File: config.mk
export PLATFORM = sky130hd
export DESIGN_NAME = ring_seq_ctrl
export DESIGN_NICKNAME = d
export VERILOG_FILES = /design/src/rtl/ring_seq_ctrl.sv
export SDC_FILE = /design/constraint.sdc
export NUM_CORES = 1
export LEC_CHECK = 0
export BUFFER_PORTS_ARGS = -buffer_cell sky130_fd_sc_hd__buf_2
export CORE_MARGIN = 5
export CORE_UTILIZATION = 25
export CTS_CLUSTER_SIZE = 28
export DETAILED_ROUTE_END_ITERATION = 7
export PLACE_DENSITY = 0.43
export RECOVER_POWER = 25
export SLEW_MARGIN = 40
export SYNTH_ARGS = -nofsm -noshare
export SYNTH_HDL_FRONTEND = slang
export SYNTH_SLANG_ARGS = --single-unit
File: constraint.sdc
create_clock -name CLK -period 2.6 [get_ports CLK]
set_clock_uncertainty 0.1 [all_clocks]
set_input_delay 0.26 -clock CLK [delete_from_list [all_inputs] [get_ports CLK]]
set_output_delay 0.26 -clock CLK [all_outputs]
set_load 0.005 [all_outputs]
File: src/rtl/ring_seq_ctrl.sv
// Sequencer for the one-hot character-select ring feeding the ASCII name coder.
// Walks a programmable-length ring with start/abort, loop mode and valid/ready stalling.
module ring_seq_ctrl #(
    parameter int unsigned N  = 16,
    parameter int unsigned PW = 4,
    parameter int unsigned CW = 8
) (
    input  logic          CLK,
    input  logic          RST,
    input  logic          start,
    input  logic          abort,
    input  logic          loop_en,
    input  logic [PW-1:0] len_m1,
    input  logic          char_ready,
    output logic [N-1:0]  sel,
    output logic [PW-1:0] pos,
    output logic          char_valid,
    output logic          busy,
    output logic          done,
    output logic          wrap,
    output logic [CW-1:0] pass_cnt
);

    localparam logic [PW-1:0] LAST_IDX  = PW'(N - 1);
    localparam logic [N-1:0]  SEL_FIRST = N'(1);
    localparam logic [CW-1:0] CNT_MAX   = '1;

    typedef enum logic [1:0] {
        S_IDLE = 2'd0,
        S_RUN  = 2'd1,
        S_DONE = 2'd2
    } state_t;

    state_t        state, state_nxt;
    logic [N-1:0]  sel_nxt;
    logic [PW-1:0] pos_nxt;
    logic          char_valid_nxt;
    logic          busy_nxt;
    logic          done_nxt;
    logic          wrap_nxt;
    logic [CW-1:0] pass_cnt_nxt;
    logic [PW-1:0] len_lat, len_lat_nxt;
    logic          loop_lat, loop_lat_nxt;

    logic [PW-1:0] len_clamped;
    logic [CW-1:0] pass_inc;
    logic          xfer;
    logic          at_last;

    // Lengths beyond the ring are clamped to its last position.
    assign len_clamped = (32'(len_m1) >= N) ? LAST_IDX : len_m1;
    assign pass_inc    = (pass_cnt == CNT_MAX) ? pass_cnt : pass_cnt + CW'(1);
    assign xfer        = char_valid & char_ready;
    assign at_last     = (pos == len_lat);

    // State and output registers
    always_ff @(posedge CLK or posedge RST) begin
        if (RST) begin
            state      <= S_IDLE;
            sel        <= '0;
            pos        <= '0;
            char_valid <= 1'b0;
            busy       <= 1'b0;
            done       <= 1'b0;
            wrap       <= 1'b0;
            pass_cnt   <= '0;
            len_lat    <= '0;
            loop_lat   <= 1'b0;
        end else begin
            state      <= state_nxt;
            sel        <= sel_nxt;
            pos        <= pos_nxt;
            char_valid <= char_valid_nxt;
            busy       <= busy_nxt;
            done       <= done_nxt;
            wrap       <= wrap_nxt;
            pass_cnt   <= pass_cnt_nxt;
            len_lat    <= len_lat_nxt;
            loop_lat   <= loop_lat_nxt;
        end
    end

    // Next-state and next-output logic
    always_comb begin
        state_nxt      = state;
        sel_nxt        = sel;
        pos_nxt        = pos;
        char_valid_nxt = char_valid;
        busy_nxt       = busy;
        done_nxt       = 1'b0;
        wrap_nxt       = 1'b0;
        pass_cnt_nxt   = pass_cnt;
        len_lat_nxt    = len_lat;
        loop_lat_nxt   = loop_lat;

        case (state)
            S_IDLE: begin
                if (start && !abort) begin
                    state_nxt      = S_RUN;
                    len_lat_nxt    = len_clamped;
                    loop_lat_nxt   = loop_en;
                    pass_cnt_nxt   = '0;
                    sel_nxt        = SEL_FIRST;
                    pos_nxt        = '0;
                    char_valid_nxt = 1'b1;
                    busy_nxt       = 1'b1;
                end
            end

            S_RUN: begin
                if (abort) begin
                    // A transfer coinciding with abort is consumed but not credited.
                    state_nxt      = S_IDLE;
                    sel_nxt        = '0;
                    pos_nxt        = '0;
                    char_valid_nxt = 1'b0;
                    busy_nxt       = 1'b0;
                end else if (xfer) begin
                    if (!at_last) begin
                        sel_nxt = {sel[N-2:0], sel[N-1]};
                        pos_nxt = pos + PW'(1);
                    end else if (loop_lat) begin
                        sel_nxt      = SEL_FIRST;
                        pos_nxt      = '0;
                        wrap_nxt     = 1'b1;
                        pass_cnt_nxt = pass_inc;
                    end else begin
                        state_nxt      = S_DONE;
                        done_nxt       = 1'b1;
                        pass_cnt_nxt   = pass_inc;
                        sel_nxt        = '0;
                        pos_nxt        = '0;
                        char_valid_nxt = 1'b0;
                        busy_nxt       = 1'b0;
                    end
                end
            end

            S_DONE: begin
                state_nxt = S_IDLE;
            end

            default: begin
                state_nxt      = S_IDLE;
                sel_nxt        = '0;
                pos_nxt        = '0;
                char_valid_nxt = 1'b0;
                busy_nxt       = 1'b0;
            end
        endcase
    end

endmodule

After elaboration in Yosys (flattened, before gate mapping):

Cells that the tools add are included.

* input bits: 10
* word-level logic and storage cells: 73
* register bits: 38

* bitwise gates (word level): 2
* add/sub/neg operators: 2
* multiplexer cells: 39
* eq/ne operators: 12
* reductions and logical operators: 9

Operators by type and width (count)
* two-way mux 16 bit: 4
* one-hot mux 16 bit (3 select lines): 1
* two-way mux 8 bit: 5
* two-way mux 1 bit: 16
* two-way mux 4 bit: 4
* one-hot mux 8 bit (2 select lines): 1
* one-hot mux 4 bit (3 select lines): 1
* two-way mux 2 bit: 5
* inequality test 2 bit, second input constant: 5
* inequality test 3 bit, second input constant: 3
* adder 8 x 1 -> 8 bit, second input constant: 1
* == test 8 bit, second input constant: 1
* AND reduction 6 bit: 1
* AND reduction 5 bit: 1
* adder 4 x 1 -> 4 bit, second input constant: 1
* == test 4 bit: 1
* one-hot mux 2 bit (2 select lines): 1
* AND reduction 4 bit: 1
* one-hot mux 1 bit (3 select lines): 1
* AND reduction 3 bit: 1
* == test 2 x 1 -> 1 bit, second input constant: 1
* == test 2 bit, second input constant: 1
* logical NOT 2 bit: 1
* AND reduction 2 bit: 1
* 5 further kinds: 5

Longest topological paths before layout:

* depth in word-level cells: 6
* mapped depth: 6
* depth with buffers taken out: 5

Worst setup path before layout:

No wires, ideal clock.

* path kind: register to register
* from: register pos[0]
* to: register pass_cnt[0]
* stages on the path, launching flop included: 6
* setup slack: 0.767 ns
* required time: 2.375 ns
* arrival time: 1.609 ns
* period minus slack after synthesis: 1.833 ns
* buffers on the path: 1
* path through: dfrtp_1 xnor2_1 a41oi_1 buf_2 nor4_2 mux2_2

* longest elaborated chain between the ends: 3

Ends and longest elaborated chain
* start: declaration: line 16 `output logic [PW-1:0] pos,`
* start signal: assignment: line 72 `pos <= pos_nxt;`
* == test 4 bit: line 54 `assign at_last = (pos == len_lat);`
* inequality test 2 bit (no line)
* AND reduction 6 bit (no line)
* end signal: assignment: line 77 `pass_cnt <= pass_cnt_nxt;`
* end: declaration: line 21 `output logic [CW-1:0] pass_cnt`

No other way between the ends.
A chain may end at the register's enable or synchronous reset.

Worst setup path in the final report:

* from: register state[0]
* to: register pos[3]

* longest elaborated chain between the ends: 3
* elaborated cells on any way between the ends: 8
* classes of those cells: eq/ne (4); mux (1); bitwise (1); reduce/logical (2)

Ends and longest elaborated chain
* start: declaration: line 34 `state_t state, state_nxt;`
* start signal: assignment: line 70 `state <= state_nxt;`
* == test 2 x 1 -> 1 bit (tied with other cells): line 96 `case (state)`
* inequality test 3 bit (no line) (tied with other cells)
* AND reduction 3 bit (no line)

Several ways; a longest one is shown, not always the timed one.

==> qor.json <==
{
  "sta": {
    "finalHoldViolations": 0,
    "setup_viol": 0,
    "layout_min_cycle_time_ns": 2.207,
    "setup_repair_after_global_routing_missed_its_margin": "false",
    "measured_slew_at_the_worst_slew_check_pin_ns": 0.9515,
    "final.hold.worst_slack_ns": 0.05658,
    "period_share_pct": 84.87,
    "timing_max_transition_violations_final": 0,
    "timing.fmax_ghz": 0.4532,
    "fin_tns_setup_ns": 0,
    "slew_headroom_pct": 36.57
  },
  "cts": {
    "clk_transition_reported_paths_ns": 0.08,
    "clk_root_buffer_cell": "clkbuf_8",
    "buffer_count_from_post_cts_setup_fixing": 0,
    "cts.sink_count": 38,
    "cts_max_path_buffers": 2,
    "worst_skew_pair_latency_ns": 0.29,
    "tritoncts": "built",
    "cts-htree-levels": 2,
    "cts-buffers-inserted": 5
  },
  "yosys": {
    "syn_avg_cell_area_um2": 9.593,
    "synth_area_leader_cell": "dfrtp_1",
    "ys_seq_elements": 38,
    "yosys-top-cells-count": "nand2_1 (51), dfrtp_1 (38), o21ai_0 (13), o21ai_1 (12)",
    "synth_largest_type_area_fraction_pct": 49.32,
    "ys_async_sr_fraction_pct": 100.0,
    "postSynth.topFlopCell": "dfrtp_1",
    "synthCells": 201,
    "yosysSeqAreaShare_pct": 49.32,
    "synthMostInstantiatedCell": "nand2_1",
    "netlist_top_cells_area": "dfrtp_1 (49%), nand2_1 (9.9%), o21ai_0 (3.4%)",
    "postSynthNetCount": 213,
    "synth_cell_type_count": 44,
    "synth-edff-count": 0,
    "synth.cell_area_mm2": 0.001928,
    "synth_warnings": 0
  },
  "power_and_ir_drop": {
    "switching_share_pct": 35.92,
    "cellInternalPower_mw": 1.325,
    "fraction_of_power_consumed_by_combinational_cells_pct": 30.8,
    "cellPowerDensity_mw_per_mm2": 867.2,
    "clockPowerShare_pct": 29.6,
    "peakVddDrop_v": 0.0002898,
    "power.sequential.fraction_pct": 39.5,
    "netSwitchingPower_mw": 0.7425,
    "p_leak_nw": 1.083
  },
  "finish": {
    "antenna_cells_inserted": 0,
    "nNetsFinal": 257,
    "layout.area.seq_um2": 950.9,
    "layout-drive-gt1-share_pct": 25.61,
    "area.growth.synth_to_final_pct": 23.62,
    "multi_input_area_um2": 907.1,
    "fillCellCount": 849
  },
  "floorplanning": {
    "std_cell_rows": 32,
    "pin_count": 42,
    "die_height_um": 97.82,
    "die_w_um": 97.82,
    "core-area_mm2": 0.007607,
    "design.die.area_mm2": 0.009569,
    "effective_utilization_at_floorplan_pct": 25.35
  },
  "routing": {
    "postRouteAntennaNets": 0,
    "drt_pre_antenna_iters": 4,
    "dr.first_iter.drc_count": 52,
    "detail_route.drc_violations": 0,
    "drt-vias-per-instance": 4.618,
    "vias": 1607,
    "wl_per_cell_um": 13.64,
    "drt_wl_total_mm": 4.747
  },
  "global_routing": {
    "grt_antenna_before_repair": 0,
    "groute.layer.met3.usage_pct": 2.571,
    "use_met2_pct": 15.29,
    "gr-max-usage-layer": "met1",
    "globalRouteMet1Util_pct": 15.33,
    "grt_max_degree": 39,
    "globalRoute.totalOverflow": 0,
    "grt_pass1_vias": 1627,
    "grt_first_pass_wirelength_mm": 8.217,
    "grt_use_total_pct": 10.55
  },
  "critical_path": {
    "endpoint_class_of_the_critical_path": "flip-flop",
    "r2r_start": "state[0]",
    "required_ns": 2.71,
    "worst_setup_path_startpoint": "state[0]",
    "r2r_slack_ns": 0.39,
    "reg2reg_depth": 4,
    "worstPathArrival_ns": 2.32,
    "crit_path_start_kind": "flip-flop",
    "worst-setup-path-type": "flip-flop to flip-flop",
    "setup.worst_path.end": "pos[3]",
    "r2r_end": "pos[3]",
    "cp_max_fo": 18
  },
  "hold_path": {
    "min_path_type": "primary input to flip-flop"
  },
  "placed_design": {
    "final_replace_weighted_congestion": 0.7110,
    "place_hpwl_mm": 3.424,
    "port-buffer-count": 41
  },
  "run_status": {
    "run_status": "finished, final reports clean"
  },
  "flow_run": {
    "drv_cap": 0
  }
}
==> power groups by stage <==
stage | Clock [mW] | Combinational [mW] | Sequential, mW
2_1_floorplan | 0 | 0.523 | 0.768
3_3_place_gp | 0 | 0.653 | 0.832
3_5_place_dp | 0 | 0.648 | 0.833
4_1_cts | 0.627 | 0.649 | 0.822
5_1_grt | 0.652 | 0.723 | 0.844
6_report | 0.612 | 0.638 | 0.817
==> worst max-delay path, stage by stage, from the launching register on <==
cell and delay [ns]:
dfrtp_1 0.70, or3b_1 0.50, a41o_1 0.46, o21ai_0 0.24, o2bb2ai_1 0.13
==> how the worst min path moves through the flow <==
stage,cells past startpoint,slack (ns),start,end
after floorplan,2,0.27,len_m1[0],len_lat[0]
after global placement,3,0.32,RST,sel[4]
after detailed placement,3,0.31,RST,sel[7]
after CTS,3,0.05,len_m1[0],len_lat[0]
after global routing,3,0.05,len_m1[0],len_lat[0]
final,3,0.06,len_m1[0],len_lat[0]
==> cell usage in the layout (no fill, tap or decap), drive strengths merged, types with 2 or more instances in the layout <==
master | netlist | routed
clkbuf | 1 | 7
nand4 | 5 | 5
and3 | 2 | 2
o22ai | 2 | 2
or3 | 2 | 2
nand2b | 4 | 4
nand2 | 51 | 51
nand3 | 3 | 3
nor2 | 6 | 6
buf | 9 | 44
mux2 | 2 | 2
nor3b | 2 | 2
ha | 2 | 2
dfrtp | 38 | 38
o21ai | 25 | 25
o31ai | 4 | 4
a21oi | 6 | 6
a31oi | 2 | 2
mux2i | 4 | 4
or4 | 2 | 2
inv | 3 | 3
o2bb2ai | 2 | 2
xnor2 | 4 | 4
bufinv | 0 | 2
nor4 | 4 | 4
==> metal layers <==
metal | up-vias | wire length [um]
met1 | 775 | 2450
met3 | 4 | 191
met4 | 0 | 46
met5 | - | 0
met2 | 28 | 2058
li1 | 800 | -
==> logic make-up (layout without fill, tap and decap cells) <==
logic type      after synthesis  after routing  synth area share (%)
simple gates                 90             90                 24.14
flops                        38             38                 49.32
compound gates               48             48                 16.55
mux                           6              6                 3.245
xor+xnor                      4              4                 1.817
fa+ha+maj                     2              2                 1.298
buf+inv                      13             58                 3.634
==> metrics by stage <==
stage / power, mW / setup slack (ns) / std cells / cell area (um^2) / util [%]
finish: 2.067 / 0.3934 / 348 / 2384 / 31.33
global route: 2.219 / 0.2705 / 348 / 2384 / 31.33
CTS: 2.098 / 0.3888 / 348 / 2387 / 31.38
detailed placement: 1.481 / 0.4023 / 339 / 2240 / 29.44
global placement: 1.485 / 0.4344 / 339 / 2240 / 29.44
floorplan: 1.291 / 0.7667 / 201 / 1928 / -
==> area by class of cell <==
cell class	count	share of cell area [%]
Timing Repair Buffer	47	10.45
Multi-Input combinational cell	150	38.06
Sequential cell	38	39.89
Inverter	3	0.4724
Clock inverter	3	2.887
Tap cell	102	5.354
Clock buffer	5	2.887
==> timing repair <==
action	CTS	global route
endpoints found under the hold margin	30	0
resized for setup	0	0
hold buffers	1	0
==> sequential cells by signal (all words and copies together) (netlist names) <==
register / cells
busy: 1
loop_lat: 1
done: 1
len_lat: 4
sel: 16
pos: 4
state: 2
wrap: 1
pass_cnt: 8
Note: power is estimated with default switching activity, not from simulation.
